[config.mk]
export PLATFORM = sky130hd
export DESIGN_NAME = i2c_master_txn
export DESIGN_NICKNAME = d
export VERILOG_FILES = /design/src/rtl/i2c_master_txn.sv
export SDC_FILE = /design/constraint.sdc
export NUM_CORES = 1
export LEC_CHECK = 0
export ABC_CLOCK_PERIOD_IN_PS = 6000
export BUFFER_PORTS_ARGS = -buffer_cell sky130_fd_sc_hd__buf_2
export CORE_MARGIN = 2
export CORE_UTILIZATION = 63
export DETAILED_ROUTE_END_ITERATION = 16
export GPL_ROUTABILITY_DRIVEN = 0
export PLACE_DENSITY = 0.95
export SLEW_MARGIN = 25
export SYNTH_ARGS = -nofsm -noshare
export SYNTH_HDL_FRONTEND = slang
export SYNTH_SLANG_ARGS = --single-unit
[constraint.sdc]
create_clock -name clk -period 6 [get_ports clk]
set_input_delay 1.2 -clock clk [delete_from_list [all_inputs] [get_ports clk]]
set_output_delay 1.2 -clock clk [all_outputs]
set_load 0.05 [all_outputs]
[src/rtl/i2c_master_txn.sv]
// rtl/i2c_master_txn.sv - byte-oriented I2C master running one full transaction per start pulse
//
// Purpose: executes START, address+R/W, up to MAX_BYTES_PER_TRANSACTION data
// bytes and STOP for every accepted start. Bus lines are open-drain pull-low
// enables; pads live at the top level. Single master, no clock stretching.
//
// Ports:
//   clk, reset          system clock, asynchronous active-high reset
//   i_start             1-cycle request, accepted only while o_busy=0
//   i_rd_nwr            1 = read data bytes, 0 = write data bytes
//   i_slave_addr        7-bit target address
//   i_bytes_num         data byte count, 0 = address only, clamped to MAX
//   i_din               write bytes, byte 0 in bits [7:0], sent first
//   o_dout              read bytes, byte 0 in bits [7:0], received first
//   o_done              1-cycle pulse when STOP completes
//   o_busy              high from accepted start until done
//   o_ack_error         slave NACK seen in the last transaction
//   o_scl_drive_low     1 = pull SCL low
//   o_sda_drive_low     1 = pull SDA low
//   i_sda_in            SDA pad level, synchronised internally

module i2c_master_txn #(
    parameter int CLK_FREQ_HZ               = 125_000_000,
    parameter int I2C_FREQ_HZ               = 100_000,
    parameter int MAX_BYTES_PER_TRANSACTION = 3
) (
    input  logic                                          clk,
    input  logic                                          reset,
    input  logic                                          i_start,
    input  logic                                          i_rd_nwr,
    input  logic [6:0]                                    i_slave_addr,
    input  logic [$clog2(MAX_BYTES_PER_TRANSACTION+1)-1:0] i_bytes_num,
    input  logic [8*MAX_BYTES_PER_TRANSACTION-1:0]        i_din,
    output logic [8*MAX_BYTES_PER_TRANSACTION-1:0]        o_dout,
    output logic                                          o_done,
    output logic                                          o_busy,
    output logic                                          o_ack_error,
    output logic                                          o_scl_drive_low,
    output logic                                          o_sda_drive_low,
    input  logic                                          i_sda_in
);

    localparam int MAX  = MAX_BYTES_PER_TRANSACTION;
    localparam int BW   = $clog2(MAX + 1);
    localparam int QTR  = CLK_FREQ_HZ / (4 * I2C_FREQ_HZ);
    // Clocks lost to the integer quarter are added back to the odd quarters
    // (end of SCL low, end of SCL high) so one bit is exactly CLK/I2C clocks.
    localparam int REM  = CLK_FREQ_HZ / I2C_FREQ_HZ - 4 * QTR;
    localparam int EXT1 = (REM + 1) / 2;
    localparam int EXT3 = REM / 2;
    localparam int QW   = $clog2(QTR + EXT1);

    typedef enum logic [3:0] {
        S_IDLE, S_START, S_ADDR, S_ADDR_ACK, S_WR_BYTE,
        S_WR_ACK, S_RD_BYTE, S_RD_ACK, S_STOP
    } state_t;

    state_t              r_state;
    logic [QW-1:0]       r_qcnt;
    logic [2:0]          r_quarter;
    logic [2:0]          r_bit;
    logic [BW-1:0]       r_byte;
    logic [BW-1:0]       r_nbytes;
    logic                r_rd;
    logic [7:0]          r_shift;
    logic [8*MAX-1:0]    r_din;
    logic [8*MAX-1:0]    r_dout;
    logic                r_sample;
    logic                r_done;
    logic                r_busy;
    logic                r_ack_error;
    logic                r_scl_low;
    logic                r_sda_low;
    logic                r_sda_s1;
    logic                r_sda_s2;

    logic [QW-1:0]       w_qend;
    logic                w_qtick;
    logic [BW-1:0]       w_byte_nxt;
    logic [BW-1:0]       w_din_idx;
    logic [7:0]          w_din_byte;

    always_comb begin
        w_qend = QW'(QTR - 1);
        if (r_quarter[1:0] == 2'd1)
            w_qend = QW'(QTR - 1 + EXT1);
        else if (r_quarter[1:0] == 2'd3)
            w_qend = QW'(QTR - 1 + EXT3);
    end

    assign w_qtick    = (r_qcnt == w_qend);
    assign w_byte_nxt = r_byte + 1'b1;
    // The first data byte starts from ADDR_ACK (index 0); later ones from WR_ACK.
    assign w_din_idx  = (r_state == S_ADDR_ACK) ? r_byte : w_byte_nxt;
    assign w_din_byte = r_din[{w_din_idx, 3'b000} +: 8];

    always_ff @(posedge clk or posedge reset) begin
        if (reset) begin
            r_state     <= S_IDLE;
            r_qcnt      <= '0;
            r_quarter   <= '0;
            r_bit       <= '0;
            r_byte      <= '0;
            r_nbytes    <= '0;
            r_rd        <= 1'b0;
            r_shift     <= '0;
            r_din       <= '0;
            r_dout      <= '0;
            r_sample    <= 1'b1;
            r_done      <= 1'b0;
            r_busy      <= 1'b0;
            r_ack_error <= 1'b0;
            r_scl_low   <= 1'b0;
            r_sda_low   <= 1'b0;
            r_sda_s1    <= 1'b1;
            r_sda_s2    <= 1'b1;
        end else begin
            r_sda_s1 <= i_sda_in;
            r_sda_s2 <= r_sda_s1;
            r_done   <= 1'b0;

            if (r_state == S_IDLE) begin
                r_qcnt    <= '0;
                r_quarter <= '0;
                if (i_start) begin
                    r_state     <= S_START;
                    r_busy      <= 1'b1;
                    r_ack_error <= 1'b0;
                    r_rd        <= i_rd_nwr;
                    r_shift     <= {i_slave_addr, i_rd_nwr};
                    r_din       <= i_din;
                    r_nbytes    <= (i_bytes_num > BW'(MAX)) ? BW'(MAX) : i_bytes_num;
                    r_byte      <= '0;
                    r_bit       <= '0;
                end
            end else if (!w_qtick) begin
                r_qcnt <= r_qcnt + 1'b1;
            end else begin
                r_qcnt    <= '0;
                r_quarter <= r_quarter + 1'b1;
                case (r_state)
                    // Q0 bus idle, Q1-Q2 SDA low with SCL high, then first address bit.
                    S_START: begin
                        if (r_quarter == 3'd0) begin
                            r_sda_low <= 1'b1;
                        end else if (r_quarter == 3'd2) begin
                            r_state   <= S_ADDR;
                            r_quarter <= '0;
                            r_bit     <= '0;
                            r_scl_low <= 1'b1;
                            r_sda_low <= ~r_shift[7];
                        end
                    end
                    // Q0-Q1 both low, SCL up at Q2, SDA up at Q4, Q4-Q7 bus-free gap.
                    S_STOP: begin
                        case (r_quarter)
                            3'd1: r_scl_low <= 1'b0;
                            3'd3: r_sda_low <= 1'b0;
                            3'd7: begin
                                r_state   <= S_IDLE;
                                r_quarter <= '0;
                                r_done    <= 1'b1;
                                r_busy    <= 1'b0;
                            end
                            default: ;
                        endcase
                    end
                    default: begin
                        if (r_quarter == 3'd1) begin
                            r_scl_low <= 1'b0;
                        end else if (r_quarter == 3'd2) begin
                            r_sample <= r_sda_s2;
                            if (r_state == S_RD_BYTE)
                                r_shift <= {r_shift[6:0], r_sda_s2};
                        end else if (r_quarter == 3'd3) begin
                            // Bit boundary: SCL goes low and the next SDA level is set together.
                            r_quarter <= '0;
                            r_scl_low <= 1'b1;
                            case (r_state)
                                S_ADDR, S_WR_BYTE: begin
                                    if (r_bit != 3'd7) begin
                                        r_bit     <= r_bit + 1'b1;
                                        r_shift   <= {r_shift[6:0], 1'b0};
                                        r_sda_low <= ~r_shift[6];
                                    end else begin
                                        r_state   <= (r_state == S_ADDR) ? S_ADDR_ACK : S_WR_ACK;
                                        r_sda_low <= 1'b0;
                                    end
                                end
                                S_ADDR_ACK, S_WR_ACK: begin
                                    if (r_sample) begin
                                        r_ack_error <= 1'b1;
                                        r_state     <= S_STOP;
                                        r_sda_low   <= 1'b1;
                                    end else if ((r_state == S_ADDR_ACK && r_nbytes == '0) ||
                                                 (r_state == S_WR_ACK && w_byte_nxt == r_nbytes)) begin
                                        r_state   <= S_STOP;
                                        r_sda_low <= 1'b1;
                                    end else begin
                                        if (r_state == S_WR_ACK)
                                            r_byte <= w_byte_nxt;
                                        r_bit <= '0;
                                        if (r_rd) begin
                                            r_state   <= S_RD_BYTE;
                                            r_sda_low <= 1'b0;
                                        end else begin
                                            r_state   <= S_WR_BYTE;
                                            r_shift   <= w_din_byte;
                                            r_sda_low <= ~w_din_byte[7];
                                        end
                                    end
                                end
                                S_RD_BYTE: begin
                                    if (r_bit != 3'd7) begin
                                        r_bit     <= r_bit + 1'b1;
                                        r_sda_low <= 1'b0;
                                    end else begin
                                        // r_shift already holds the eighth sample.
                                        r_state   <= S_RD_ACK;
                                        r_dout[{r_byte, 3'b000} +: 8] <= r_shift;
                                        r_sda_low <= (w_byte_nxt != r_nbytes);
                                    end
                                end
                                S_RD_ACK: begin
                                    if (w_byte_nxt == r_nbytes) begin
                                        r_state   <= S_STOP;
                                        r_sda_low <= 1'b1;
                                    end else begin
                                        r_byte    <= w_byte_nxt;
                                        r_bit     <= '0;
                                        r_state   <= S_RD_BYTE;
                                        r_sda_low <= 1'b0;
                                    end
                                end
                                default: ;
                            endcase
                        end
                    end
                endcase
            end
        end
    end

    assign o_dout          = r_dout;
    assign o_done          = r_done;
    assign o_busy          = r_busy;
    assign o_ack_error     = r_ack_error;
    assign o_scl_drive_low = r_scl_low;
    assign o_sda_drive_low = r_sda_low;

endmodule
# Yosys cells after proc, flatten, opt, wreduce, memory -nomap -nowiden
# Cells that the tools add are included.
word_totals:
  register_bits: 88
  in_bits: 38
  word_cells: 237
classes:
  addsub: 5
  order_cmp: 1
  n_eq_ne: 53
  shifts: 3
  n_mux: 112
  bitwise: 8
  n_reduce_logical: 37
ops:
  columns: ["operator", "n"]
  rows:
  - ["8-bit two-way mux", 12]
  - ["4-bit two-way mux", 16]
  - ["3-bit two-way mux", 21]
  - ["1-bit two-way mux", 36]
  - ["11-bit AND reduction", 3]
  - ["2-bit two-way mux", 14]
  - ["24-bit bitwise mux", 1]
  - ["3-bit != test, second input constant", 8]
  - ["8-bit AND reduction", 3]
  - ["8-bit by 7-bit variable shift with 24-bit output, first input constant", 1]
  - ["24-bit by 6-bit indexed part select with 8-bit output", 1]
  - ["8-bit by 7-bit indexed part select with 24-bit output", 1]
  - ["9-bit two-way mux", 2]
  - ["4-bit by 3-bit equality test with 1-bit output, second input constant", 4]
  - ["2-bit != test, second input constant", 8]
  - ["4-bit != test, second input constant", 4]
  - ["4-bit case mux with 4 select lines", 1]
  - ["8-bit case mux with 2 select lines", 1]
  - ["2-bit nonzero test", 7]
  - ["13-bit AND reduction", 1]
  - ["3-bit by 2-bit != test with 1-bit output, second input constant", 4]
  - ["6-bit != test, second input constant", 2]
  - ["3-bit case mux with 2 select lines", 2]
  - ["3-bit nonzero test", 4]
  - ["42 further kinds", 62]

# Depth between registers and ports, before layout
depth:
  ltp_word: 13
  mapped_depth: 9
  depth_no_buf: 8

# Worst setup path before layout
# OpenSTA, ideal clock, no wires.
synth_path:
  kind: "reg2reg"
  from: "register r_byte[0]"
  to: "register r_bit[0]"
  setup_ns: 0.125
  arrival_time_ns: 2.386
  required_ns: 5.875
  setup_slack_ns: 3.489
  path_stages_with_launch: 9
  path_buffers: 0
  synth_period_minus_slack_ns: 2.511
  path_cell_list: "dfrtp_1 -> clkinv_1 -> ha_1 -> xnor2_1 -> and2_1 -> o2111ai_1 -> a31oi_1 -> or4_4 -> mux2_4"
synth_between:
  elab_chain_len: 6
synth_rtl:
  columns: ["item", "line_no", "rtl"]
  rows:
  - ["start: declaration", "62", "logic [BW-1:0] r_byte;"]
  - ["start signal: assignment", "201", "r_byte <= w_byte_nxt;"]
  - ["start signal: assignment", "229", "r_byte <= w_byte_nxt;"]
  - ["2-bit by 1-bit adder with 2-bit output *", "92", "assign w_byte_nxt = r_byte + 1'b1;"]
  - ["2-bit equality test *", "196, 225", null]
  - ["1-bit logical AND", "196", "(r_state == S_WR_ACK && w_byte_nxt == r_nbytes)) begin"]
  - ["1-bit logical OR", "195", "end else if ((r_state == S_ADDR_ACK && r_nbytes == '0) ||"]
  - ["6-bit != test (no source line)", null, null]
  - ["13-bit AND reduction (no source line) *", null, null]
  - ["end signal: assignment", "182", "r_bit <= r_bit + 1'b1;"]
  - ["end signal: assignment", "215", "r_bit <= r_bit + 1'b1;"]
  - ["end: declaration", "61", "logic [2:0] r_bit;"]
# Mark *: on every way between the ends. The rest lies on a longest branch, timed or not.
# A chain may end at the register's enable or synchronous reset.

# Worst setup path in the final report
layout_path:
  from: "register r_byte[0]"
  to: "register r_shift[3]"
layout_between:
  elab_chain_len: 13
layout_rtl:
  columns: ["item", "line_no", "rtl"]
  rows:
  - ["2-bit by 1-bit adder with 2-bit output", "92", null]
  - ["2-bit two-way mux", "94", "assign w_din_idx = (r_state == S_ADDR_ACK) ? r_byte : w_byte_nxt;"]
  - ["24-bit by 6-bit indexed part select with 8-bit output", "95", "assign w_din_byte = r_din[{w_din_idx, 3'b000} +: 8];"]
  - ["8-bit two-way mux", "203", "if (r_rd) begin"]
  - ["8-bit two-way mux", "195", null]
  - ["8-bit two-way mux", "191", "if (r_sample) begin"]
  - ["8-bit case mux with 2 select lines", "179", "case (r_state)"]
  - ["8-bit two-way mux", "175", "end else if (r_quarter == 3'd3) begin"]
  - ["8-bit two-way mux", "171", "end else if (r_quarter == 3'd2) begin"]
  - ["8-bit two-way mux", "169", "if (r_quarter == 3'd1) begin"]
  - ["8-bit two-way mux", "141", "case (r_state)"]
  - ["8-bit two-way mux", "136", "end else if (!w_qtick) begin"]
  - ["8-bit two-way mux", "122", "if (r_state == S_IDLE) begin"]
  - ["end signal: assignment", "130", "r_shift <= {i_slave_addr, i_rd_nwr};"]
  - ["end signal: assignment", "174", "r_shift <= {r_shift[6:0], r_sda_s2};"]
  - ["end signal: assignment", "183", "r_shift <= {r_shift[6:0], 1'b0};"]
  - ["end: declaration", "65", "logic [7:0] r_shift;"]
# Parallel ways exist; a longest one is shown, timed or not. The select of a mux whose other input is x is not followed.

==> flow_summary.json <==
{
  "slew_headroom": 0.4296,
  "syn_area_um2": 5032,
  "p_comb_frac": 0.023,
  "gr-usage-met2": 0.5030,
  "use_met1": 0.3877,
  "antenna_cells": 0,
  "drive_above_1_share": 0.2548,
  "synth-async-reset-ratio": 1.000,
  "grt_pass1_vias": 4259,
  "ys_seq_area_frac": 0.4383,
  "die-area_um2": 8719,
  "critPathMaxStageDelay_ps": 730,
  "drc": 0,
  "switching_share": 0.2219,
  "hold_viol_final": 0,
  "pwr-share-clk": 0.426,
  "required_ps": 6250,
  "synth_fp_nets": 565,
  "min_delay_path_depth": 0,
  "finalSetupViolations": 0,
  "seqPwrFrac": 0.552,
  "synth_top_cell_by_area": "dfrtp_1",
  "cp_data_arrival_time_ps": 3780,
  "final_nets": 621,
  "worstPathMaxFanout": 15,
  "use_met3": 0.07172,
  "synth_cell_types": 57,
  "vdd_ir_drop_max_mv": 0.1958,
  "period_share": 0.5877,
  "num_rows": 32,
  "crit_buf_inv": 1,
  "ys_seq_elements": 88,
  "portBuffers": 66,
  "nFillCells": 514,
  "cts_buffers": 9,
  "die_width_um": 93.38,
  "critical_path_class": "reg -> reg",
  "cts_sinks": 88,
  "synth_warnings": 0,
  "powerDensity_nw_per_um2": 191.1,
  "io_pins": 67,
  "hold_ws_ps": 362.1,
  "clock_skew_ps": 10.59,
  "vias": 4355,
  "fmax_mhz": 283.6,
  "worst_slew_pin_slew_ps": 855.6,
  "startpoint_type": "flop",
  "htreeDepth": 3,
  "wl_per_cell_um": 18.78,
  "power.switching_uw": 239.1,
  "crit_chain": "clkinv_1 > ha_1 > xnor2_1 > nand4_1 > and2_1 > a311oi_1 > nor4_4 > mux2_2",
  "min_path_type": "reg -> reg",
  "fp.coreArea_um2": 7727,
  "grt.overflow.total": 0,
  "slew_violations": 0,
  "synth_top_area_frac": 0.4227,
  "cts.clk_slew.worst_paths_ps": 100,
  "internal_power_uw": 838.1,
  "postCtsSetupRepairBufs": 0,
  "initial_core_util": 0.6512,
  "drt_iter0_markers": 479,
  "synth_area_leaders": "dfrtp_1 42%, mux2_2 8.5%, mux2i_1 7.0%, nand2_1 4.5%, ha_1 3.5%",
  "postCtsHoldBufs": 0,
  "synthCells": 513,
  "post-route-min-period_ps": 3526,
  "cap_violations": 0,
  "syn2layout_area_growth_pct": 11.98,
  "clkLatencyLatePin_ps": 370,
  "cts_tree": "built",
  "post_cts_resized": 0,
  "slowest_stage": "dfrtp_1",
  "tns_ps": 0,
  "ant_nets": 0,
  "synth_flop_cell": "dfrtp_1",
  "antenna_found_initial": 0,
  "p_leak_uw": 0.002763,
  "cts_buffer_depth": 2,
  "grt_max_degree": 89,
  "path_depth": 8,
  "dpl.hpwl_um": 8376,
  "avgSynthCellArea_um2": 9.810,
  "via_per_inst": 6.452,
  "first_pass_iters": 5,
  "crit_path_end_kind": "flop",
  "synth_edf_count": 0,
  "busiest_layer": "met2",
  "grt_util_all_layers": 0.3056,
  "totalWireLength_um": 12680,
  "ff2ff_path_depth": 8,
  "status": "finished, final reports clean",
  "clockRootBuffer": "clkbuf_8",
  "grt_pass1_wl_um": 20690,
  "rsz0062_at_grt": "false",
  "fp.dieH_um": 93.38,
  "critPathTopFamily": "simple AND/OR/NAND/NOR gates"
}
worst paths after layout:
check                               start          to  slack (ps)
worst min register to register   r_sda_s1    r_sda_s2         360
worst max-delay path            r_byte[0]  r_shift[3]        2470
min in group asynchronous           reset   r_qcnt[8]        1010
worst max register to register  r_byte[0]  r_shift[3]        2470
worst min-delay path             r_sda_s1    r_sda_s2         360
max in group asynchronous           reset   r_qcnt[5]        4420
layer usage:
layer	part of all wire	up-vias	routed length, um
li1	-	1927	-
met1	0.38	2080	4851
met2	0.49	296	6231
met3	0.090	52	1138
met4	0.036	0	455
met5	0	-	0
cells in the final DEF, fill, tap and decap left out, drive strengths merged, types with 5 or more instances in the layout:
cell / n
dfrtp: 85
buf: 69
nand2: 61
nor2: 41
mux2: 40
inv: 37
mux2i: 35
a21oi: 19
ha: 14
nor3: 14
nand3: 13
a31oi: 11
o21ai: 11
nor3b: 11
and2: 9
clkbuf: 9
xor2: 8
a221oi: 7
nand4: 7
nor4: 7
nand2b: 6
and3: 6
o22ai: 6
o2bb2ai: 5
synth_stat cells, types with 2 or more instances:
library cell / instances
mux2_2: 38
or4_4: 3
o21a_1: 2
xnor2_1: 3
nor3b_1: 11
o2111ai_1: 2
nor2_1: 39
nand2b_1: 6
nand3_1: 10
dfstp_2: 3
nand4_1: 7
o221ai_1: 2
nand2_1: 61
a21oi_1: 18
ha_1: 14
a221oi_1: 7
o21bai_1: 2
or3_1: 3
or4b_2: 2
o21ai_0: 11
and2_1: 8
xor2_1: 8
buf_2: 6
nor2b_1: 2
and3_1: 6
dfrtp_1: 85
o22ai_1: 6
nor3_1: 13
inv_1: 36
a2bb2oi_1: 2
o2bb2ai_1: 5
clkbuf_1: 14
buf_4: 3
mux2i_1: 35
nor4_1: 5
a31oi_1: 11
nand3_2: 3
nor2_2: 2
stage by stage:
step / std cells / setup WS (ps) / area, um^2 / utilization / total power (uW)
global route: 675 / 2245 / 5635 / 0.7293 / 1103
detailed placement: 660 / 2674 / 5405 / 0.6995 / 630.8
floorplan: 513 / 2526 / 5032 / - / 614.6
CTS: 675 / 2625 / 5622 / 0.7275 / 1079
finish: 675 / 2474 / 5635 / 0.7293 / 1077
global placement: 660 / 2817 / 5405 / 0.6995 / 629.7
sequential cells by signal, summed over array words and instances (netlist names), 2 cells and up:
signal	count
r_byte	2
r_din	24
r_quarter	3
r_nbytes	2
r_bit	3
o_dout	24
r_qcnt	9
r_state	4
r_shift	8
kinds of logic after synthesis:
group | Yosys count | share of synthesized area
AOI/OAI and AO/OA | 75 | 0.1014
xor gates and xnor gates | 11 | 0.01915
adders and majority gates | 14 | 0.03481
buffers and inverters | 61 | 0.04923
DFF | 88 | 0.4383
muxes | 75 | 0.1599
and+or+nand+nor | 189 | 0.1972
power by group through the flow:
stage | Clock [uW] | Combinational, uW | Sequential (uW)
3_5_place_dp | 0 | 24.9 | 606
4_1_cts | 459 | 25.1 | 594
3_3_place_gp | 0 | 23.8 | 606
5_1_grt | 481 | 28.0 | 594
6_report | 458 | 24.6 | 594
2_1_floorplan | 0 | 8.81 | 606
worst register-to-register path, stage by stage, from the launching register on:
cell      delay [ps]
dfrtp_1          730
clkinv_1         440
ha_1             690
xnor2_1          170
nand4_1          160
and2_1           140
a311oi_1         130
nor4_4           540
mux2_2           410
area by class of cell:
class	count	area, um^2	share of cell area
Multi-Input combinational cell	364	2589	0.4594
Sequential cell	88	2206	0.3914
Timing Repair Buffer	69	356.6	0.06328
Inverter	37	140.1	0.02487
Tap cell	102	127.6	0.02265
Clock buffer	9	123.9	0.02198
Clock inverter	6	92.59	0.01643
(Power assumes the default switching activity.)
